$ cat src/rtl/load_store_unit_if.sv
// Request/acknowledge data-memory bus between the load/store unit (master)
// and the data memory (slave).
interface load_store_unit_if;
  logic        mem_req;
  logic        mem_we;
  logic [31:0] mem_addr;
  logic [3:0]  mem_be;
  logic [31:0] mem_wdata;
  logic [31:0] mem_rdata;
  logic        mem_ack;

  modport master (
    output mem_req, mem_we, mem_addr, mem_be, mem_wdata,
    input  mem_rdata, mem_ack
  );

  modport slave (
    input  mem_req, mem_we, mem_addr, mem_be, mem_wdata,
    output mem_rdata, mem_ack
  );
endinterface

$ cat src/rtl/load_store_unit.sv
// Load/store unit: issues byte-masked bus writes and aligned/extended reads,
// stalls the pipeline while an access is outstanding, flags bad accesses and timeouts.
module load_store_unit #(
  parameter int TIMEOUT = 16,
  parameter int CNT_W   = 8
) (
  input  logic                clk,
  input  logic                rst_n,
  input  logic                MemRead,
  input  logic                MemWrite,
  input  logic [2:0]          funct3,
  input  logic [31:0]         addr,
  input  logic [31:0]         WriteData,
  output logic [31:0]         ReadData,
  output logic                stall,
  output logic                misaligned,
  output logic                bus_err,
  load_store_unit_if.master   bus
);

  typedef enum logic [1:0] {IDLE, REQ, DONE} state_t;

  localparam logic [CNT_W-1:0] TIMEOUT_C = CNT_W'(TIMEOUT);

  state_t           state_reg, state_next;
  logic [CNT_W-1:0] cnt_reg;
  logic [2:0]       f3_reg;
  logic [1:0]       off_reg;

  logic        acc, is_store, f3_ok, align_ok;
  logic        issue, reject, ack_done, timeout_hit;
  logic [3:0]  be_issue;
  logic [31:0] wdata_issue;
  logic [31:0] byte_word;
  logic [15:0] half_sel;
  logic [31:0] load_data;

  // Request decode: a store wins when both MemRead and MemWrite are set.
  always_comb begin
    acc      = MemRead | MemWrite;
    is_store = MemWrite;
    if (is_store)
      f3_ok = funct3 inside {3'b000, 3'b001, 3'b010};
    else
      f3_ok = funct3 inside {3'b000, 3'b001, 3'b010, 3'b100, 3'b101};
    case (funct3[1:0])
      2'b01:   align_ok = ~addr[0];
      2'b10:   align_ok = (addr[1:0] == 2'b00);
      default: align_ok = 1'b1;
    endcase

    be_issue    = 4'b1111;
    wdata_issue = WriteData;
    if (is_store) begin
      case (funct3[1:0])
        2'b00: begin
          be_issue    = 4'b0001 << addr[1:0];
          wdata_issue = {4{WriteData[7:0]}};
        end
        2'b01: begin
          be_issue    = addr[1] ? 4'b1100 : 4'b0011;
          wdata_issue = {2{WriteData[15:0]}};
        end
        default: ;
      endcase
    end
  end

  // Load extraction uses the offset and width captured at issue time.
  always_comb begin
    byte_word = bus.mem_rdata >> {off_reg, 3'b000};
    half_sel  = off_reg[1] ? bus.mem_rdata[31:16] : bus.mem_rdata[15:0];
    case (f3_reg)
      3'b000:  load_data = {{24{byte_word[7]}}, byte_word[7:0]};
      3'b100:  load_data = {24'h0, byte_word[7:0]};
      3'b001:  load_data = {{16{half_sel[15]}}, half_sel};
      3'b101:  load_data = {16'h0, half_sel};
      default: load_data = bus.mem_rdata;
    endcase
  end

  always_comb begin
    state_next  = state_reg;
    stall       = 1'b0;
    issue       = 1'b0;
    reject      = 1'b0;
    ack_done    = 1'b0;
    timeout_hit = 1'b0;
    case (state_reg)
      IDLE: begin
        if (acc) begin
          if (f3_ok && align_ok) begin
            issue      = 1'b1;
            stall      = 1'b1;
            state_next = REQ;
          end else begin
            reject = 1'b1;
          end
        end
      end
      REQ: begin
        stall = 1'b1;
        // An ack in the same cycle the counter expires still completes normally.
        if (bus.mem_ack) begin
          ack_done   = 1'b1;
          state_next = DONE;
        end else if (cnt_reg == TIMEOUT_C) begin
          timeout_hit = 1'b1;
          state_next  = DONE;
        end
      end
      DONE:    state_next = IDLE;
      default: state_next = IDLE;
    endcase
  end

  always_ff @(posedge clk) begin
    if (!rst_n) begin
      state_reg     <= IDLE;
      cnt_reg       <= '0;
      f3_reg        <= '0;
      off_reg       <= '0;
      ReadData      <= '0;
      misaligned    <= 1'b0;
      bus_err       <= 1'b0;
      bus.mem_req   <= 1'b0;
      bus.mem_we    <= 1'b0;
      bus.mem_addr  <= '0;
      bus.mem_be    <= '0;
      bus.mem_wdata <= '0;
    end else begin
      state_reg  <= state_next;
      misaligned <= reject;
      bus_err    <= timeout_hit;
      if (issue) begin
        bus.mem_req   <= 1'b1;
        bus.mem_we    <= is_store;
        bus.mem_addr  <= {addr[31:2], 2'b00};
        bus.mem_be    <= be_issue;
        bus.mem_wdata <= wdata_issue;
        f3_reg        <= funct3;
        off_reg       <= addr[1:0];
        cnt_reg       <= CNT_W'(1);
      end else if (state_reg == REQ) begin
        if (ack_done || timeout_hit) begin
          bus.mem_req <= 1'b0;
          cnt_reg     <= '0;
        end else begin
          cnt_reg <= cnt_reg + 1'b1;
        end
        if (ack_done && !bus.mem_we)
          ReadData <= load_data;
        if (timeout_hit && !bus.mem_we)
          ReadData <= '0;
      end
    end
  end

endmodule

$ cat src/flat_wrapper.sv
// flat-port wrapper written by rule: the top's interface ports become plain ports
module load_store_unit_flat 
#(
  parameter int TIMEOUT = 16,
  parameter int CNT_W   = 8
)
  (clk, rst_n, MemRead, MemWrite, funct3, addr, WriteData, ReadData, stall, misaligned, bus_err, bus_mem_req, bus_mem_we, bus_mem_addr, bus_mem_be, bus_mem_wdata, bus_mem_rdata, bus_mem_ack);
  load_store_unit_if bus_i ();
  input  logic clk;
  input  logic rst_n;
  input  logic MemRead;
  input  logic MemWrite;
  input  logic [2:0] funct3;
  input  logic [31:0] addr;
  input  logic [31:0] WriteData;
  output logic [31:0] ReadData;
  output logic stall;
  output logic misaligned;
  output logic bus_err;
  output wire logic [$bits(bus_i.mem_req)-1:0] bus_mem_req;
  output wire logic [$bits(bus_i.mem_we)-1:0] bus_mem_we;
  output wire logic [$bits(bus_i.mem_addr)-1:0] bus_mem_addr;
  output wire logic [$bits(bus_i.mem_be)-1:0] bus_mem_be;
  output wire logic [$bits(bus_i.mem_wdata)-1:0] bus_mem_wdata;
  input wire logic [$bits(bus_i.mem_rdata)-1:0] bus_mem_rdata;
  input wire logic [$bits(bus_i.mem_ack)-1:0] bus_mem_ack;
  assign bus_mem_req = bus_i.mem_req;
  assign bus_mem_we = bus_i.mem_we;
  assign bus_mem_addr = bus_i.mem_addr;
  assign bus_mem_be = bus_i.mem_be;
  assign bus_mem_wdata = bus_i.mem_wdata;
  assign bus_i.mem_rdata = bus_mem_rdata;
  assign bus_i.mem_ack = bus_mem_ack;
  load_store_unit #(.TIMEOUT(TIMEOUT), .CNT_W(CNT_W)) u_core (.clk(clk), .rst_n(rst_n), .MemRead(MemRead), .MemWrite(MemWrite), .funct3(funct3), .addr(addr), .WriteData(WriteData), .ReadData(ReadData), .stall(stall), .misaligned(misaligned), .bus_err(bus_err), .bus(bus_i));
endmodule
$ cat config.mk
export PLATFORM = sky130hd
export DESIGN_NAME = load_store_unit_flat
export DESIGN_NICKNAME = d
export VERILOG_FILES = /design/src/rtl/load_store_unit_if.sv /design/src/rtl/load_store_unit.sv /design/src/flat_wrapper.sv
export SDC_FILE = /design/constraint.sdc
export NUM_CORES = 1
export LEC_CHECK = 0
export BUFFER_PORTS_ARGS = -buffer_cell sky130_fd_sc_hd__clkbuf_2
export CORE_ASPECT_RATIO = 0.9
export CORE_MARGIN = 8
export CORE_UTILIZATION = 45
export CTS_BUF_LIST = sky130_fd_sc_hd__clkbuf_16
export CTS_CLUSTER_DIAMETER = 60
export DETAILED_ROUTE_END_ITERATION = 10
export PLACE_DENSITY_LB_ADDON = 0.08
export SLEW_MARGIN = 20
export SYNTH_ARGS = -nofsm -noshare
export SYNTH_HDL_FRONTEND = slang
export SYNTH_SLANG_ARGS = --single-unit
export TNS_END_PERCENT = 20
$ cat constraint.sdc
create_clock -name clk -period 5.3 [get_ports clk]
set_input_delay 0 -clock clk [delete_from_list [all_inputs] [get_ports clk]]
set_output_delay 0 -clock clk [all_outputs]
set_load 0.01 [all_outputs]
==> out/results.txt, run 1 <==
# DRC: 0
fin area: 7984 um2
number of cell rows: 37
leading area contributor after synthesis: dfxtp_1
Skew-Pair Late Insertion Delay: 420 ps
LEAKAGE: 3.476 nW
Syn Inst Count: 577
crit path time final: 2826 ps
PwrDens: 321.4 nW/um2
maximum clock path buffer count: 2
placeable core region: 11480 um2
WL per Instance: 17.73 um
I/O pin cnt: 209
hold slack: 29.78 ps
final hold vios: 0
Die Area: 15510 um2
CP Launch Type: input pin
yosys warns: 0
EDFF count, synth: 0
Synth top area share: 0.4418
sequential area share after synthesis: 0.4418
total power: 2.566 mW
Finished Core Util: 0.6954
layout cells sized above 1: 0.2995
ys flop type: dfxtp_1
die height: 119.0 um
top post-synthesis cells by count: dfxtp_1, nand2_1, mux2i_1, a21oi_1, nor2_1
count leader, synth: dfxtp_1
Crit Path Max Fanout: 23
Syn Area/Cell: 9.188 um2
CP Capture Type: flip-flop
Via Count: 5612
Worst VDD drop: 0.2021 mV
gpl congestion: 0.8608
vias in the first global route: 5764
synthesized flop and latch total: 117
RSZ-0062 raised after global routing: false
maxcap violations: 0
crit share post-route: 0.5331
post_cts resized: 0
Iter 0 DRT Violations: 368
fin nets: 975
largest net degree at the start of global routing: 67
worst path required time: 5620 ps
ranking of synthesized cells by area: dfxtp_1, nand2_1, mux2i_1, a32o_1, o2bb2ai_1
# setup viols final: 0
Global Route Usage Sum: 0.2338
global-route wire length before repair: 28970 um
vias per std cell: 5.417
clk slew on worst S/H paths: 50 ps
Port-buffer cells: 206
Tightest Hold Check Type: in2reg
GRT overflow: 0
relative slew slack: 0.3035
clock sink count: 117
area of placed instances: 6331 um2
critical path class: in2reg
FFs w/ async S/R, synth: 0
Syn-to-layout area delta: 50.60%
chip width: 130.4 um
Final ANT Viol Nets: 0
crit path DAT: 3140 ps
Setup Skew: 8.235 ps
fmax: 353.9 MHz
count of cell types in the netlist: 54
worst slew pin tran: 1040 ps
Detailed Route WL: 18370 um
initial antenna violation count: 2
fin. max-slew vios: 0
registers with the most flip-flops: u_core.ReadData (32), u_core.bus.mem_wdata (32), u_core.bus.mem_addr (30)
Sum Neg Setup Slack: 0 ps
H-tree depth: 4
drt pass-1 iters: 5
total CTS buffers: 17
synthesized area: 5301 um2
TritonCTS clock tree: built
status: completed
Root Buffer: clkbuf_16
Final HPWL DP: 12030 um
Initial Util: 0.4617
==> critical path, cell delays in order <==
cell	delay (ps)
dlygate4sd3_1	550
clkbuf_2	130
inv_1	100
ha_1	720
o21bai_1	170
a21oi_2	330
o211ai_1	490
buf_4	360
o32ai_1	290
==> metrics by stage <==
step / instances / setup WS [ps]
2_1_floorplan: 578 / 3625
3_3_place_gp: 897 / 2792
3_5_place_dp: 897 / 2658
4_1_cts: 1034 / 2521
5_1_grt: 1036 / 2203
6_report: 1036 / 2474
==> worst paths after layout <==
path | cells past startpoint | slack (ps) | to | start
max | 9 | 2470 | u_core.bus.mem_wdata[13] | funct3[1]
min | 3 | 30 | u_core.bus.mem_wdata[8] | WriteData[8]
max reg2reg | 8 | 2770 | u_core.ReadData[1] | u_core.cnt_reg[0]
min reg2reg | 2 | 460 | u_core.bus.mem_addr[3] | u_core.bus.mem_addr[3]
==> cell usage in the layout (no fill, tap or decap), types with 13 or more instances in the layout <==
cell           Yosys  layout
a21oi_1           31      31
a32o_1            22      22
clkbuf_16          0      17
clkbuf_2           0     205
dfxtp_1          117     117
dlygate4sd3_1      0     105
mux2i_1           37      37
nand2_1          109     109
nand2b_1          13      13
nor2_1            28      27
o21ai_0           25      25
o22ai_1           20      20
o2bb2ai_1         22      22
==> where the power goes <==
| group | switching (mW) | internal [mW] | leakage, nW |
|---|---|---|---|
| sequential | 0.0382 | 0.934 | 0.952 |
| clock | 0.394 | 0.770 | 0.301 |
| combinational | 0.230 | 0.199 | 2.22 |
==> cell type report <==
type                       instances  area, um2
fill                             936       3497
multi-input combinational        402       2684
sequential                       117       2342
timing repair buffer             316       2122
clock buffer                      17      425.4
tap                              156      195.2
clock inverter                    15      168.9
inverter                          11      41.29
antenna                            2      5.005
==> cell families (layout without fill, tap and decap cells) <==
| group | Yosys count | count (layout) | synth area share |
|---|---|---|---|
| flops | 117 | 117 | 0.4418 |
| buf+inv | 59 | 359 | 0.05523 |
| xor+xnor | 4 | 4 | 0.006610 |
| compound gates | 166 | 166 | 0.2327 |
| simple gates | 175 | 175 | 0.1492 |
| other cells | 1 | 4 | 0.0007074 |
| mux | 49 | 49 | 0.09960 |
| fa+ha+maj | 6 | 6 | 0.01416 |
==> layer usage <==
layer	GRT usage	routed length, um	vias to the layer above
met5	0	0	-
met2	0.3769	8538	254
met4	0.1197	616	0
li1	-	-	2684
met1	0.2746	7600	2627
met3	0.07181	1609	47
==> timing repair <==
| item | 4_1_cts | 5_1_grt |
|---|---|---|
| setup buffers | 0 | 0 |
| hold buffers | 105 | 0 |
| hold endpoints to repair | 99 | 0 |
No activity file was read; power rests on OpenSTA's default activity.
==> run 2, diff against run 1 <==
ABC_AREA = 1   (was unset)
clock period = 2.6 ns   (was 5.3 ns; I/O delays follow)
==> out/results.txt, run 2 <==
# DRC: 0 (unchanged)
Internal: 3.677 mW (+93%)
relative slew slack: 0.5656 (+0.2622)
placeable core region: 12490 um2 (+8.8%)
maximum clock path buffer count: 2 (unchanged)
number of cell rows: 39 (+5.4%)
PwrDens: 614.4 nW/um2 (+91%)
Die Area: 16490 um2 (+6.3%)
Synth top area share: 0.4120 (-0.02985)
pre-CTS WS: 638.9 ps (-2020 ps)
maxcap violations: 0 (unchanged)
Final HPWL DP: 12150 um (+1.0%)
count of cell types in the netlist: 28 (-48%)
crit path DAT: 2650 ps (-490 ps)
global-route wire length before repair: 29280 um (+1.1%)
Final WS setup: 254.5 ps (-2220 ps)
LEAKAGE: 4.387 nW (+26%)
Sw Ratio: 0.2786 (+0.02054)
count leader, synth: nand2_1
Logic pwr share: 0.185 (+0.018)
dpl cells: 1217 (+36%)
total CTS buffers: 17 (unchanged)
final hold vios: 0 (unchanged)
Crit Path Max Fanout: 26 (+13%)
critical path class: in2reg
# setup viols final: 0 (unchanged)
largest net degree at the start of global routing: 49 (-27%)
ys flop type: dfxtp_1
fin nets: 1283 (+32%)
registers with the most flip-flops: u_core.ReadData (32), u_core.bus.mem_wdata (32), u_core.bus.mem_addr (30)
Syn-to-layout area delta: 45.95%
Final ANT Viol Nets: 0 (unchanged)
Skew-Pair Late Insertion Delay: 420 ps (about the same)
vias in the first global route: 6145 (+6.6%)
part of the power in the clock network: 0.429 (-0.025)
clk slew on worst S/H paths: 50 ps (about the same)
Setup Skew: 5.856 ps (-2.379 ps)
yosys warns: 0 (unchanged)
TritonCTS clock tree: built
initial antenna violation count: 2 (unchanged)
WL per Instance: 13.46 um (-24%)
worst path required time: 2900 ps (-2720 ps)
Switch Pwr: 1.421 mW (+110%)
vias per std cell: 4.647 (-14%)
leading area contributor after synthesis: dfxtp_1
Worst VDD drop: 0.4552 mV (+130%)
R2R depth: 6 (-2)
synthesized flop and latch total: 117 (unchanged)
Root Buffer: clkbuf_16
clock sink count: 117 (unchanged)
FFs w/ async S/R, synth: 0 (unchanged)
CP Launch Type: input pin
fin. max-slew vios: 0 (unchanged)
Sum Neg Setup Slack: 0 ps (unchanged)
Detailed Route WL: 18190 um (-0.98%)
Iter 0 DRT Violations: 465 (+26%)
die height: 122.6 um (+3.1%)
hold path cells: 4 (+1)
status: completed
Syn Inst Count: 880 (+53%)
EDFF count, synth: 0 (unchanged)
Seq pwr share: 0.386 (+0.007)
worst slew pin tran: 650.6 ps (-389.7 ps)
H-tree depth: 4 (unchanged)
CP Capture Type: flip-flop
Layout fillers: 1119 (+20%)
synthesized area: 5685 um2 (+7.2%)
crit path time final: 2346 ps
top post-synthesis cells by count: nand2_1, dfxtp_1, nor2_1, inv_1, a21oi_1
commonest non-fill, non-tap cell in the layout: nand2_1
Initial Util: 0.4551 (-0.006620)
sequential area share after synthesis: 0.4120 (-0.02985)
GRT overflow: 0 (unchanged)
most frequent cells in the layout: nand2_1, clkbuf_2, dfxtp_1
Via Count: 6278 (+12%)
ranking of synthesized cells by area: dfxtp_1, nand2_1, nor2_1, inv_1, a21oi_1
Port-buffer cells: 206 (unchanged)
Finished Core Util: 0.6643 (-0.03114)
Post-Layout Cell Count: 1351 (+30%)
fmax: 426.3 MHz
crit share post-route: 0.9021
drt pass-1 iters: 5 (unchanged)
chip width: 134.5 um (+3.1%)
Syn Area/Cell: 6.461 um2 (-30%)
I/O pin cnt: 209 (unchanged)
Tightest Hold Check Type: in2reg
layout cells sized above 1: 0.2219 (-0.07760)
gpl congestion: 0.8693 (+0.99%)
RSZ-0062 raised after global routing: false
Global Route Usage Sum: 0.2210 (-0.01280)
## run 2: cell count changes after synthesis, moves of 11 or more
cell | previous run | this run
a21oi_1 | 31 | 55
a32o_1 | 22 | 0
clkbuf_1 | 24 | 13
inv_1 | 11 | 104
mux2i_1 | 37 | 0
nand2_1 | 109 | 311
nand2b_1 | 13 | 0
nand3_1 | 1 | 38
nor2_1 | 28 | 117
o21ai_0 | 25 | 38
o22ai_1 | 20 | 5
o2bb2ai_1 | 22 | 0
## run 2: power groups by stage
stage,Sequential [mW],Clock [mW],Combinational (mW)
after floorplan,2.05,0,0.487
after global placement,2.00,0,0.802
after detailed placement,2.01,0,0.807
after CTS,1.97,2.23,0.936
after global routing,1.98,2.31,1.06
final,1.97,2.18,0.943
## run 2: worst paths after layout
| kind | slack, ps | from | endpoint |
|---|---|---|---|
| setup / recovery | 250 | funct3[1] | u_core.f3_reg[1] |
| hold / removal | 20 | bus_mem_rdata[14] | u_core.ReadData[14] |
| setup reg to reg | 710 | u_core.state_reg[1] | u_core.f3_reg[1] |
| hold reg to reg | 440 | u_core.bus.mem_be[1] | u_core.bus.mem_be[1] |
## run 2: routing by layer
layer,wire [um],vias up,GRT usage,share of wire
li1,-,3295,-,-
met1,7818,2744,0.2612,0.43
met2,8618,205,0.3650,0.47
met3,1302,34,0.07283,0.072
met4,445,0,0.09110,0.024
met5,0,-,0,0
## run 2: logic make-up after synthesis
| family | count (synthesis) | synth area share |
|---|---|---|
| other | 1 | 0.0006596 |
| buffers and inverters | 152 | 0.1204 |
| DFF | 117 | 0.4120 |
| AOI/OAI and AO/OA | 104 | 0.09529 |
| adders and majority gates | 6 | 0.01320 |
| xor gates and xnor gates | 5 | 0.007702 |
| and+or+nand+nor | 495 | 0.3508 |
## run 2: stage by stage
stage | power, mW | hold WS (ps) | area (um2)
6_report | 5.098 | 20.38 | 8298
5_1_grt | 5.356 | 40.04 | 8298
3_3_place_gp | 2.807 | 222.0 | 6729
3_5_place_dp | 2.813 | 220.1 | 6729
2_1_floorplan | 2.534 | 78.51 | 5689
4_1_cts | 5.132 | 3.998 | 8287
## run 2: what timing repair did
item,CTS,global route
buffers inserted,0,0
hold endpoints to repair,99,0
hold buffers,101,0
gates resized for setup,0,2
setup endpoints to repair,0,5
## run 2: final cells by class
type | instances | area, um2 | area share
Clock inverter | 14 | 121.4 | 0.01463
Tap cell | 164 | 205.2 | 0.02473
Clock buffer | 17 | 425.4 | 0.05127
Sequential cell | 117 | 2342 | 0.2823
Inverter | 109 | 409.1 | 0.04931
Multi-Input combinational cell | 612 | 2676 | 0.3225
Timing Repair Buffer | 316 | 2113 | 0.2547
Antenna cell | 2 | 5.005 | 0.0006031
## run 2: critical path, cell delays in order
cell and delay [ps]:
dlygate4sd3_1 540, clkbuf_2 130, inv_1 100, ha_2 310, inv_2 90, nand2_2 90
nand3_1 60, nand2_1 120, nand4_4 120, buf_4 250, nor2_1 200, nor2_1 80
dlygate4sd3_1 550
==> run 3, diff against run 2 <==
clock period = 2 ns   (was 2.6 ns; I/O delays follow)
==> out/results.txt, run 3 (synthesis gave the netlist of run 2 again) <==
Iter 0 DRT Violations: 433 (-6.9%)
vias per std cell: 4.664 (+0.38%)
layout cells sized above 1: 0.2310 (+0.009021)
fin. max-slew vios: 0 (unchanged)
status: completed
fin nets: 1293 (+0.78%)
worst path required time: 2290 ps (-610 ps)
launch point of the worst path: addr[1]
Cell Chain, Critical Path: dlygate4sd3_1 > clkbuf_2 > inv_1 > nand3_1 > nand3_1 > nand4_4 > buf_4 > nor2_1 > nor2_1 > dlygate4sd3_1
Sum Neg Setup Slack: 0 ps (unchanged)
gpl congestion: 0.8565 (-1.5%)
Via Count: 6339 (+0.97%)
maxcap violations: 0 (unchanged)
Crit path buffers/inverters: 5 (-1)
Root Buffer: clkbuf_16
cell family with most CP delay: buffers and inverters
PwrDens: 805.4 nW/um2 (+31%)
Crit-path slowest cell: dlygate4sd3_1
TritonCTS clock tree: built
GRT overflow: 0 (unchanged)
Seq pwr share: 0.378 (-0.008)
crit path DAT: 2130 ps (-520 ps)
Tightest Hold Check Type: in2reg
Global Route Usage Sum: 0.2167 (-0.004333)
Logic pwr share: 0.186 (about the same)
# DRC: 0 (unchanged)
LEAKAGE: 4.452 nW (+1.5%)
# setup viols final: 0 (unchanged)
vias in the first global route: 6201 (+0.91%)
Switch Pwr: 1.837 mW (+29%)
CP Launch Type: input pin
HP Start: bus_mem_rdata[23]
commonest non-fill, non-tap cell in the layout: nand2_1
clk slew on worst S/H paths: 50 ps (about the same)
number of cell rows: 39 (unchanged)
part of the power in the clock network: 0.436 (+0.007)
final hold vios: 0 (unchanged)
RSZ-0062 raised after global routing: false
registers with the most flip-flops: u_core.ReadData (32), u_core.bus.mem_wdata (32), u_core.bus.mem_addr (30)
CP peak stage delay: 550 ps (about the same)
drt pass-1 iters: 5 (unchanged)
H-tree depth: 4 (unchanged)
initial antenna violation count: 0 (-2)
WL per Instance: 13.17 um (-2.2%)
Port-buffer cells: 206 (unchanged)
total CTS buffers: 17 (unchanged)
Final HPWL DP: 12250 um (+0.78%)
FF-to-FF Start: u_core.state_reg[1]
I/O pin cnt: 209 (unchanged)
global-route wire length before repair: 29350 um (+0.26%)
largest net degree at the start of global routing: 39 (-20%)
fmax: 543.6 MHz
die height: 122.6 um (unchanged)
critical path class: in2reg
Initial Util: 0.4551 (unchanged)
placeable core region: 12490 um2 (unchanged)
most frequent cells in the layout: nand2_1, clkbuf_2, dfxtp_1
CP Capture Type: flip-flop
Final ANT Viol Nets: 0 (unchanged)
hold slack: 11.75 ps (-8.634 ps)
Crit Path Max Fanout: 21 (-19%)
crit path time final: 1839 ps
crit share post-route: 0.9197
maximum clock path buffer count: 2 (unchanged)
Setup Skew: 6.533 ps (+0.6774 ps)
Worst VDD drop: 0.7741 mV (+70%)
clock sink count: 117 (unchanged)
Internal: 4.941 mW (+34%)
Skew-Pair Late Insertion Delay: 410 ps (about the same)
Die Area: 16490 um2 (unchanged)
Sw Ratio: 0.2711 (-0.007586)
chip width: 134.5 um (unchanged)
# diodes: 0 (-2)
Syn-to-layout area delta: 48.02%
Detailed Route WL: 17900 um (-1.6%)
run 3: area by class of cell:
cell class | instances | area, um2
multi-input cells | 612 | 2676
well taps | 164 | 205.2
inverters | 109 | 409.1
flip-flops and latches | 117 | 2342
fillers | 1113 | 4076
repair buffers | 326 | 2212
clock buffers | 17 | 425.4
clock inverters | 14 | 145.1
run 3: timing repair:
action	in CTS	in global routing
setup buffers	0	5
hold buffers	97	0
resized for setup	0	1
hold endpoints to repair	95	0
setup endpoints to repair	0	4
run 3: stage by stage:
step | util | power (mW) | instances | setup WS [ps] | instance area, um2
detailed placement | 0.5471 | 3.689 | 1226 | 113.2 | 6834
global placement | 0.5471 | 3.685 | 1226 | 212.1 | 6834
CTS | 0.6705 | 6.808 | 1354 | 33.09 | 8376
global route | 0.6737 | 7.092 | 1359 | 43.44 | 8416
finish | 0.6737 | 6.778 | 1359 | 160.5 | 8416
floorplan | - | 3.294 | 881 | 565.7 | 5689
run 3: power groups by stage:
stage               logic [mW]  clock network [mW]  registers, mW
floorplan                0.633                   0           2.66
global placement          1.08                   0           2.60
detailed placement        1.08                   0           2.61
CTS                       1.24                3.00           2.56
global route              1.42                3.09           2.58
finish                    1.26                2.96           2.56
run 3: worst paths after layout:
| path | slack, ps | depth (start not counted) | to |
|---|---|---|---|
| max | 160 | 10 | u_core.bus.mem_addr[28] |
| min | 10 | 5 | u_core.ReadData[23] |
| max reg2reg | 180 | 6 | u_core.bus.mem_addr[28] |
| min reg2reg | 440 | 2 | u_core.bus.mem_wdata[19] |
run 3: layer usage:
metal  vias up  GRT usage  wire length [um]
met2       182     0.3606              8505
li1       3312          -                 -
met4         0    0.07638               340
met3        28    0.07160              1278
met1      2817     0.2582              7772
met5         -          0                 0
run 3: tightest hold or removal path, stage by stage:
cell	delay [ps]
clkbuf_2	80
inv_1	100
a21oi_1	80
nand2_1	60
a21oi_1	50
